<file path="src/rtl/i3_router_pkg.sv">
// Shared router definitions: flit type codes and the position of the type
// field inside a flit. Both FIFO controllers of the router import this.
package i3_router_pkg;

   localparam int TYPE_W = 3;

   localparam logic [TYPE_W-1:0] HEAD_FLIT = 3'b001;
   localparam logic [TYPE_W-1:0] BODY_FLIT = 3'b000;
   localparam logic [TYPE_W-1:0] TAIL_FLIT = 3'b110;

   // The type field occupies the top TYPE_W bits of every flit.
   function automatic int type_lsb(input int data_w);
      return data_w - TYPE_W;
   endfunction

   typedef enum logic {
      RD_IDLE = 1'b0,
      RD_PKT  = 1'b1
   } rd_state_t;

endpackage

</file>
<file path="src/rtl/i3_router_fifo_rdctrl.sv">
// Router FIFO read controller. Pulls flits from a show-ahead FIFO, throws
// away anything that is not part of a framed packet, and forwards packet
// flits through a single output register with a req/busy handshake.
module i3_router_fifo_rdctrl
   import i3_router_pkg::*;
#(
   parameter int                DATA_W = 32,
   parameter logic [TYPE_W-1:0] HEAD_T = HEAD_FLIT,
   parameter logic [TYPE_W-1:0] TAIL_T = TAIL_FLIT
)(
   input  logic              clk,
   input  logic              rst,
   input  logic              FIFO_empty,
   input  logic [DATA_W-1:0] FIFO_data,
   output logic              FIFO_rd,
   output logic              output_req,
   output logic [DATA_W-1:0] output_data,
   output logic [2:0]        output_head,
   input  logic              output_bussy,
   output logic              pkt_active,
   output logic              frame_err,
   output logic [7:0]        drop_cnt,
   output logic [15:0]       pkt_cnt
);

   localparam int TLSB = DATA_W - TYPE_W;

   rd_state_t         state;
   logic [TYPE_W-1:0] front_type;
   logic              front_head;
   logic              reg_free;
   logic              accept;
   logic              load;
   logic              drop;

   assign front_type = FIFO_data[DATA_W-1:TLSB];
   assign front_head = (front_type == HEAD_T);
   assign accept     = output_req & ~output_bussy;
   assign reg_free   = ~output_req | ~output_bussy;
   assign pkt_active = (state == RD_PKT);

   // Pop decision: junk is popped and dropped whenever we are hunting for a
   // head; packet flits are popped only when the output register can take them.
   always_comb begin
      FIFO_rd = 1'b0;
      load    = 1'b0;
      drop    = 1'b0;
      if (!rst && !FIFO_empty) begin
         if (state == RD_IDLE) begin
            if (!front_head) begin
               FIFO_rd = 1'b1;
               drop    = 1'b1;
            end else if (reg_free) begin
               FIFO_rd = 1'b1;
               load    = 1'b1;
            end
         end else if (reg_free) begin
            FIFO_rd = 1'b1;
            load    = 1'b1;
         end
      end
   end

   // Framing FSM, output register, error pulse and statistics counters.
   always_ff @(posedge clk) begin
      if (rst) begin
         state       <= RD_IDLE;
         output_req  <= 1'b0;
         output_data <= '0;
         output_head <= '0;
         frame_err   <= 1'b0;
         drop_cnt    <= '0;
         pkt_cnt     <= '0;
      end else begin
         frame_err <= 1'b0;

         if (accept && output_head == TAIL_T)
            pkt_cnt <= pkt_cnt + 16'd1;

         if (drop && drop_cnt != 8'hFF)
            drop_cnt <= drop_cnt + 8'd1;

         if (load) begin
            output_req  <= 1'b1;
            output_data <= FIFO_data;
            output_head <= front_type;
         end else if (accept) begin
            output_req  <= 1'b0;
         end

         case (state)
            RD_IDLE: begin
               if (load)
                  state <= RD_PKT;
            end
            RD_PKT: begin
               if (load) begin
                  if (front_type == TAIL_T)
                     state <= RD_IDLE;
                  else if (front_head)
                     frame_err <= 1'b1;
               end
            end
            default: state <= RD_IDLE;
         endcase
      end
   end

endmodule
</file>
<file path="config.mk">
export PLATFORM = sky130hd
export DESIGN_NAME = i3_router_fifo_rdctrl
export DESIGN_NICKNAME = d
export VERILOG_FILES = /design/src/rtl/i3_router_pkg.sv /design/src/rtl/i3_router_fifo_rdctrl.sv
export SDC_FILE = /design/constraint.sdc
export NUM_CORES = 1
export LEC_CHECK = 0
export ABC_CLOCK_PERIOD_IN_PS = 2200
export CORE_MARGIN = 4
export CORE_UTILIZATION = 62
export CTS_CLUSTER_SIZE = 12
export DETAILED_ROUTE_END_ITERATION = 8
export DONT_BUFFER_PORTS = 1
export MAX_ROUTING_LAYER = met4
export PLACE_DENSITY = 0.87
export SETUP_SLACK_MARGIN = 0.5
export SLEW_MARGIN = 0
export SYNTH_ARGS = -nofsm -noshare
export SYNTH_HDL_FRONTEND = slang
export SYNTH_SLANG_ARGS = --single-unit
</file>
<file path="constraint.sdc">
create_clock -name clk -period 2.2 [get_ports clk]
set_input_delay 0.44 -clock clk [delete_from_list [all_inputs] [get_ports clk]]
set_output_delay 0.44 -clock clk [all_outputs]
set_load 0.02 [all_outputs]
</file>
# Word level (Yosys, flattened, before mapping)
# Index checks and enable logic that the tools add are counted.
# word_totals
mem_count	0
inputBits	36
out_inout_bits	63
wordCells	43
mem_bits_rw	0
romBits	0
ff_bits	62
latchBits	0
# op_classes
muxes	17
eq_ne	4
n_div	0
n_lt_le_gt_ge	0
addsub	2
n_mul	0
n_reduce_logical	7
shifts	0
bitwise_logic	6
# ops
operator	count
16-bit by 1-bit adder with 16-bit output, second input constant	1
1-bit 2-to-1 mux	16
8-bit by 1-bit adder with 8-bit output, second input constant	1
8-bit inequality test, second input constant	1
3-bit equality test, second input constant	2
1-bit NOT	4
4-bit OR reduction	1
3-bit by 1-bit equality test with 1-bit output, second input constant	1
1-bit logical AND	3
1-bit logical NOT	2
1-bit case mux with 2 select lines	1
2-bit nonzero test	1
1-bit bitwise AND	1
1-bit bitwise OR	1

# Depth between registers and ports, before layout
# Gate-level depths: netlist (run 1).
# logic_depth
word_depth	8
ltp_mapped	5
ltp_nobuf	5

# Worst setup path before layout (run 1)
# OpenSTA, ideal clock, no wires.
# synth_path
kind	register to register
startpoint	register output_data[30] (netlist name)
endpoint	register pkt_cnt[11]
path_slack_ns	0.420
setup_time_ns	0.070
required_ns	2.130
period_less_slack_ns	1.780
arrival_ns	1.709
path_buffers	1
path_stages_with_launch	6
cell_sequence	dfxtp_1 > nand3b_4 > or3_1 > buf_2 > or4_1 > a21oi_1
# synth_rtl
element	line	rtl
end signal: assignment	i3_router_fifo_rdctrl.sv:78	pkt_cnt <= pkt_cnt + 16'd1;
end: declaration	i3_router_fifo_rdctrl.sv:23	output logic [15:0] pkt_cnt

==> results.json, run 1 <==
{
  "status": "complete, no violations",
  "grt_setup_unrepaired": "yes",
  "cts_tree": "built",
  "routedWlPerCell_um": 15.8,
  "power_density_nw_per_um2": 731,
  "hold_end": "output_req",
  "min_path_cells": 1,
  "worstPathCellList": "nand3b_4, or3_4, or4_4, a21oi_2",
  "drv_cap": 0,
  "yosysWarnings": 0,
  "tightest_slew_ps": 614,
  "initial_core_util": 0.654,
  "placement.io_buffers": 0,
  "syn_to_final_growth_pct": 14.3,
  "arrival_ps": 2000,
  "synth_fp_nets": 339,
  "dp_hpwl_um": 3790,
  "num_io_pins": 99,
  "grt_overflow": 0,
  "yosys_register_bits": 59,
  "synth.top_cell.area_share": 0.482,
  "cts.clk_slew.worst_paths_ps": 60,
  "finalCriticalPeriod_ps": 1730,
  "cts_num_sinks": 59,
  "synth_cell_types": 39,
  "ant_nets": 0,
  "n_antenna_cell": 0,
  "dr_total_vias": 2183,
  "final_area_um2": 2800,
  "setup_viol": 0,
  "vias_per_cell": 6.01,
  "slew_headroom": 0.590,
  "grtUsageTotal": 0.230,
  "cp.required_ps": 2460,
  "max_stage_delay_ps": 500,
  "grt_start_max_net_pins": 62,
  "end_kind": "flip-flop",
  "vdd_drop_max_mv": 0.555,
  "die_w_um": 70.8,
  "firstDrtPassIters": 5,
  "netlist_instances": 301,
  "synth-main-ff-cell": "dfxtp_1",
  "hold_class": "in2reg",
  "worst_clock_skew_ps": 6.17,
  "leakagePower_nw": 0.955,
  "synth_largest_area_cell": "dfxtp_1",
  "syn_area_per_cell_um2": 8.13,
  "routed_wl_um": 5750,
  "synth_area_um2": 2450,
  "max_freq_mhz": 576,
  "clk_latency_ps": 330,
  "cts_buffers": 9,
  "period_share": 0.789,
  "critPathMaxFanout": 8,
  "core_um2": 3740,
  "place.gp.congestion": 0.872,
  "tns_ps": 0,
  "first_global_vias": 1982,
  "cp_slowest_cell": "or4_4",
  "std_cell_rows": 22,
  "cts_root_buf": "clkbuf_8",
  "yosysSeqAreaShare": 0.482,
  "maxSlewViolCount": 0,
  "timing.critical_path.from_type": "flip-flop",
  "drt-initial-drc-count": 146,
  "hold_start": "rst",
  "ff2ff_path_depth": 4,
  "critical_path_class": "reg2reg",
  "post_dp_cell_area_um2": 2510,
  "fillers": 276,
  "drive_above_1_share": 0.181,
  "nets": 349,
  "drc_errors": 0,
  "synthTopCellsByArea": "dfxtp_1 48%, nand2_1 11%, a21oi_1 9.2%",
  "grt_antenna_before_repair": 0,
  "async_flop_share": 0,
  "synth_edf_count": 0,
  "cts.path.max_buffers": 2,
  "die_h_um": 70.8,
  "h-tree-depth": 3,
  "grt_first_pass_wirelength_um": 8850,
  "final_hold_viol_count": 0,
  "r2r_end": "pkt_cnt[11]",
  "die-area_um2": 5020,
  "rrSetupSlack_ps": 470,
  "worstReg2RegStart": "output_data[29]"
}
kinds of logic (layout without fill, tap and decap cells):
| logic type | after synthesis | count (layout) | synth area share |
|---|---|---|---|
| mux | 3 | 3 | 0.0128 |
| xor+xnor | 5 | 5 | 0.0179 |
| buf+inv | 23 | 37 | 0.0424 |
| simple gates | 139 | 139 | 0.281 |
| flops | 59 | 59 | 0.482 |
| fa+ha+maj | 2 | 2 | 0.0102 |
| compound gates | 70 | 70 | 0.154 |
power breakdown:
| part | internal, mW | leakage, nW | total [mW] | switching, mW |
|---|---|---|---|---|
| sequential | 1.08 | 0.483 | 1.11 | 0.0325 |
| clock | 0.491 | 0.0953 | 0.872 | 0.381 |
| combinational | 0.0270 | 0.377 | 0.0586 | 0.0316 |
| total | 1.60 | 0.955 | 2.04 | 0.445 |
how the worst max path moves through the flow:
stage	startpoint	end	slack, ps	depth (start not counted)
6_report	output_data[29]	pkt_cnt[11]	470	4
5_1_grt	output_data[29]	pkt_cnt[11]	400	5
3_3_place_gp	pkt_cnt[1]	pkt_cnt[12]	420	4
2_1_floorplan	output_bussy	pkt_cnt[11]	500	5
3_5_place_dp	pkt_cnt[1]	pkt_cnt[12]	390	4
4_1_cts	output_data[29]	pkt_cnt[11]	510	4
through the flow:
stage / std cells / setup slack, ps / hold WS (ps) / power, mW / utilization
after global routing: 363 / 404 / 156 / 2.12 / 0.747
after floorplan: 301 / 499 / 507 / 1.19 / -
after detailed placement: 341 / 386 / 511 / 1.19 / 0.669
final: 363 / 465 / 174 / 2.04 / 0.747
after global placement: 341 / 421 / 508 / 1.19 / 0.669
after CTS: 359 / 505 / 154 / 2.06 / 0.730
repair_timing:
item,CTS,global route
resized for setup,8,13
pin swaps,1,1
buffers inserted,3,4
hold buffers,0,0
setup endpoints to repair,6,9
flip-flops by register name (all words and copies together), names as in the netlist:
| signal | count |
|---|---|
| pkt_active | 1 |
| drop_cnt | 8 |
| output_req | 1 |
| output_data | 32 |
| pkt_cnt | 16 |
| frame_err | 1 |
synth_stat cells, drive strengths merged, types with 2 or more instances:
library cell and count:
clkbuf 9, nor2 12, a21oi 45, dfxtp 59
and3 2, mux2i 2, ha 2, nand4 7
xnor2 4, buf 8, nor3b 2, or3 10
a211oi 3, nor3 3, nand2 71, inv 6
o21ai 15, nor2b 3, nor4 5, nand3 10
nand2b 3, and4 2, or4 3, o31ai 3
cell type report:
cell class	instances	area (µm²)	area share
tap	48	60.1	0.0215
sequential	59	1200	0.430
multi-input combinational	219	1210	0.432
timing repair buffer	16	124	0.0443
inverter	6	22.5	0.00805
clock inverter	2	10.0	0.00358
clock buffer	13	169	0.0604
critical path: cells and delay by family (launching register included):
kind               cells  cell delay [ps]
and+or+nand+nor        3             1130
DFF                    1              400
AOI/OAI and AO/OA      1              140
layout by cell type (no fill, tap or decap), types with 4 or more instances in the layout:
master / Yosys / final
dfxtp_2: 0 / 9
xnor2_1: 4 / 4
inv_1: 6 / 6
dfxtp_1: 59 / 47
nand2_1: 71 / 70
nor2_1: 12 / 12
nand4_1: 7 / 7
or3_1: 10 / 9
nand3_1: 10 / 10
clkbuf_8: 0 / 12
o21ai_0: 14 / 14
nor4_1: 5 / 5
buf_4: 3 / 15
a21oi_1: 45 / 44
routing by layer:
| layer | part of all wire | GRT usage |
|---|---|---|
| met1 | 0.38 | 0.258 |
| met2 | 0.47 | 0.344 |
| met3 | 0.12 | 0.109 |
| met4 | 0.031 | 0.109 |
| met5 | 0 | - |
Note: power is estimated with default switching activity, not from simulation.
==> inputs of run 2 (changes only) <==
Settings changed: ABC_CLOCK_PERIOD_IN_PS 2200 to 1400, CORE_UTILIZATION 62 to 56, PLACE_DENSITY 0.87 to 0.83.
Clock period 2.2 ns to 1.4 ns, I/O delays scaled along.
==> run 2 against run 1 <==
  * The flow now stops in clock tree synthesis (4_1_cts)
  * Synthesized cell count stayed put
  * Area after synthesis stayed put
==> results.json, run 2 <==
{
  "status": "did not finish",
  "stop_stage": "clock tree synthesis (4_1_cts)",
  "first-error": "[ERROR DPL-0038] Utilization greater than 100%, impossible to legalize",
  "async_flop_share": 0,
  "place.gp.congestion": 0.865,
  "yosys-top-cells-count": "71 x nand2_1, 59 x dfxtp_1, 45 x a21oi_1",
  "synthMostInstantiatedCell": "nand2_1",
  "cts.path.max_buffers": 2,
  "std_cell_rows": 23,
  "synth_fp_nets": 339,
  "synth_top_family_by_area": "simple AND/OR/NAND/NOR gates",
  "initial_core_util": 0.595,
  "cts_buffers": 9,
  "synth_xor_area_frac": 0.0179,
  "dp_slack_ps": -169,
  "cts_root_buf": "clkbuf_8",
  "cts_setup_buffers": 22,
  "synth_area_um2": 2450,
  "synthAdderAreaFrac": 0.0102,
  "synth.top_cell.area_share": 0.482,
  "h-tree-depth": 3,
  "syn_area_per_cell_um2": 8.13,
  "cts_num_sinks": 59,
  "synth_largest_area_cell": "dfxtp_1",
  "die_w_um": 74.1,
  "placement.io_buffers": 0,
  "synth-simple-area-share": 0.281,
  "num_io_pins": 99,
  "yosys_register_bits": 59,
  "synth_cell_types": 39,
  "synth-main-ff-cell": "dfxtp_1",
  "cts_resized": 222,
  "die_h_um": 74.1,
  "netlist_instances": 301,
  "synth_edf_count": 0,
  "yosysWarnings": 0,
  "synth_compound_gate_area_share": 0.154,
  "synthTopCellsByArea": "dfxtp_1 48%, nand2_1 11%, a21oi_1 9.2%",
  "yosysSeqAreaShare": 0.482,
  "dp_hpwl_um": 4410,
  "synth_mux_area_frac": 0.0128
}
==> run 2: cell counts after synthesis <==
Identical to the previous run, type by type.
==> run 2: logic make-up after synthesis <==
| group | Yosys count |
|---|---|
| fa+ha+maj | 2 |
| flops | 59 |
| mux | 3 |
| xor+xnor | 5 |
| compound gates | 70 |
| simple gates | 139 |
| buf+inv | 23 |
==> run 2: through the flow <==
| stage | setup TNS [ps] | cells | instance area (µm²) |
|---|---|---|---|
| after floorplan | -758 | 301 | 2640 |
| after global placement | -714 | 374 | 2910 |
| after detailed placement | -1800 | 374 | 2910 |
==> inputs of run 3 (changes only) <==
Settings changed: ABC_CLOCK_PERIOD_IN_PS 1400 to 1800, CORE_UTILIZATION 56 to 40, CTS_CLUSTER_SIZE 12 to unset, MAX_ROUTING_LAYER met4 to unset, PLACE_DENSITY 0.83 to unset, PLACE_DENSITY_LB_ADDON set to 0.15, SETUP_SLACK_MARGIN 0.5 to unset.
Clock period 1.4 ns to 1.8 ns, I/O delays scaled along.
==> run 3 against run 2 <==
  * The run now ends clean
==> results.json, run 3 (synthesized netlist as in run 1, its figures left out) <==
{
  "status": "complete, no violations",
  "crit_cells": 5,
  "grt_overflow": 0,
  "pwr-share-comb": 0.028,
  "worst_setup_path_startpoint": "output_req",
  "grt_first_pass_wirelength_um": 10100,
  "critPathMaxFanout": 6,
  "initial_core_util": 0.414,
  "maxSlewViolCount": 0,
  "end_kind": "flip-flop",
  "routed_wl_um": 6110,
  "layout_commonest_cell": "nand2_1",
  "drt-initial-drc-count": 105,
  "cts_root_buf": "clkbuf_8",
  "vdd_drop_max_mv": 0.542,
  "layout_common_cells": "71 x nand2_1, 59 x dfxtp_1, 45 x a21oi_1",
  "dr_total_vias": 2133,
  "routedWlPerCell_um": 15.2,
  "drive_above_1_share": 0.152,
  "drv_cap": 0,
  "die_h_um": 86.2,
  "finalHoldWorstSlack_ps": 97.7,
  "largest_reg_flops": 32,
  "dp_hpwl_um": 4270,
  "worst_clock_skew_ps": 7.86,
  "power_density_nw_per_um2": 936,
  "place.gp.congestion": 0.739,
  "cts_buffers": 9,
  "tns_ps": 0,
  "total_power_mw": 2.73,
  "die-area_um2": 7440,
  "crit_top_cell": "or3_1",
  "leakagePower_nw": 1.03,
  "syn_to_final_growth_pct": 18.9,
  "p_switching_uw": 592,
  "largest_registers": "output_data (32), pkt_cnt (16), drop_cnt (8)",
  "placement.io_buffers": 0,
  "finalCriticalPeriod_ps": 1690,
  "setup_viol": 0,
  "cp.required_ps": 2060,
  "std_cell_rows": 28,
  "h-tree-depth": 3,
  "p_sw_frac": 0.217,
  "ff2ff_path_depth": 5,
  "cts_hold_buf": 0,
  "path_buf_inv": 1,
  "min_path_cells": 1,
  "p_int_mw": 2.13,
  "die_w_um": 86.2,
  "arrival_ps": 1950,
  "hold_start": "rst",
  "cp_slowest_cell": "dfxtp_1",
  "max_stage_delay_ps": 440,
  "final_core_util": 0.492,
  "grtUsageTotal": 0.173,
  "drc_errors": 0,
  "worstPathCellList": "nand2b_4, or3_1, buf_4, or3_1, a21oi_1",
  "final_hold_viol_count": 0,
  "grt_start_max_net_pins": 62,
  "rrSetupSlack_ps": 110,
  "worstReg2RegStart": "output_req",
  "cts_num_sinks": 59,
  "hold_end": "drop_cnt[4]",
  "hold_class": "in2reg",
  "r2r_end": "pkt_cnt[9]",
  "cts.path.max_buffers": 2,
  "tightest_slew_ps": 483,
  "slew_headroom": 0.675,
  "critical_path_class": "reg2reg",
  "clk_latency_ps": 330,
  "grt_setup_unrepaired": "no",
  "timing.critical_path.from_type": "flip-flop",
  "cp_top_family": "simple AND/OR/NAND/NOR gates",
  "num_io_pins": 99,
  "firstDrtPassIters": 4,
  "max_freq_mhz": 592,
  "ant_nets": 0,
  "n_antenna_cell": 0,
  "vias_per_cell": 5.29,
  "nets": 361,
  "p_clk_frac": 0.474,
  "cts_tree": "built",
  "cts.clk_slew.worst_paths_ps": 70,
  "first_global_vias": 2015,
  "grt_antenna_before_repair": 0,
  "seq_power_share": 0.498,
  "regMostFlops": "output_data",
  "period_share": 0.938,
  "core_um2": 5920
}
-- run 3: area by class of cell --
class | count | area [µm²]
fill | 600 | 3010
sequential | 59 | 1180
multi-input combinational | 219 | 1170
timing repair buffer | 28 | 235
clock buffer | 11 | 131
tap | 75 | 93.8
clock inverter | 5 | 77.6
inverter | 6 | 22.5
-- run 3: worst register-to-register path, cell delays in order (launching register included) --
cell	delay, ps
dfxtp_1	440
nand2b_4	100
or3_1	440
buf_4	180
or3_1	340
a21oi_1	130
-- run 3: worst max-delay path by stage --
stage                  end  slack, ps
3_3_place_gp    pkt_cnt[9]        150
5_1_grt        pkt_cnt[14]          3
2_1_floorplan  pkt_cnt[11]         20
3_5_place_dp    pkt_cnt[9]        120
6_report        pkt_cnt[9]        110
4_1_cts            FIFO_rd         60
-- run 3: timing repair --
action                                  4_1_cts  5_1_grt
buffers inserted                              0        0
gates resized for setup                       0        1
endpoints found under the setup margin        0        2
-- run 3: power by group through the flow --
stage          Combinational [mW]  Sequential [mW]  Clock [mW]
2_1_floorplan              0.0695             1.39           0
3_3_place_gp               0.0758             1.39           0
3_5_place_dp               0.0774             1.39           0
4_1_cts                    0.0774             1.36        1.32
5_1_grt                    0.0879             1.36        1.40
6_report                   0.0770             1.36        1.29
-- run 3: routing by layer --
layer	routed length (µm)	global-route usage	part of all wire	vias to the layer above
met1	2620	0.211	0.43	964
met5	0	0	0	-
li1	-	-	-	1092
met2	2810	0.262	0.46	67
met3	564	0.0713	0.092	10
met4	119	0.0850	0.019	0
-- run 3: per-stage QoR --
stage,area (µm²),instances,setup slack (ps)
floorplan,2450,301,20.1
global placement,2700,387,153
detailed placement,2700,387,116
CTS,2910,403,63.4
global route,2910,403,2.70
finish,2910,403,112
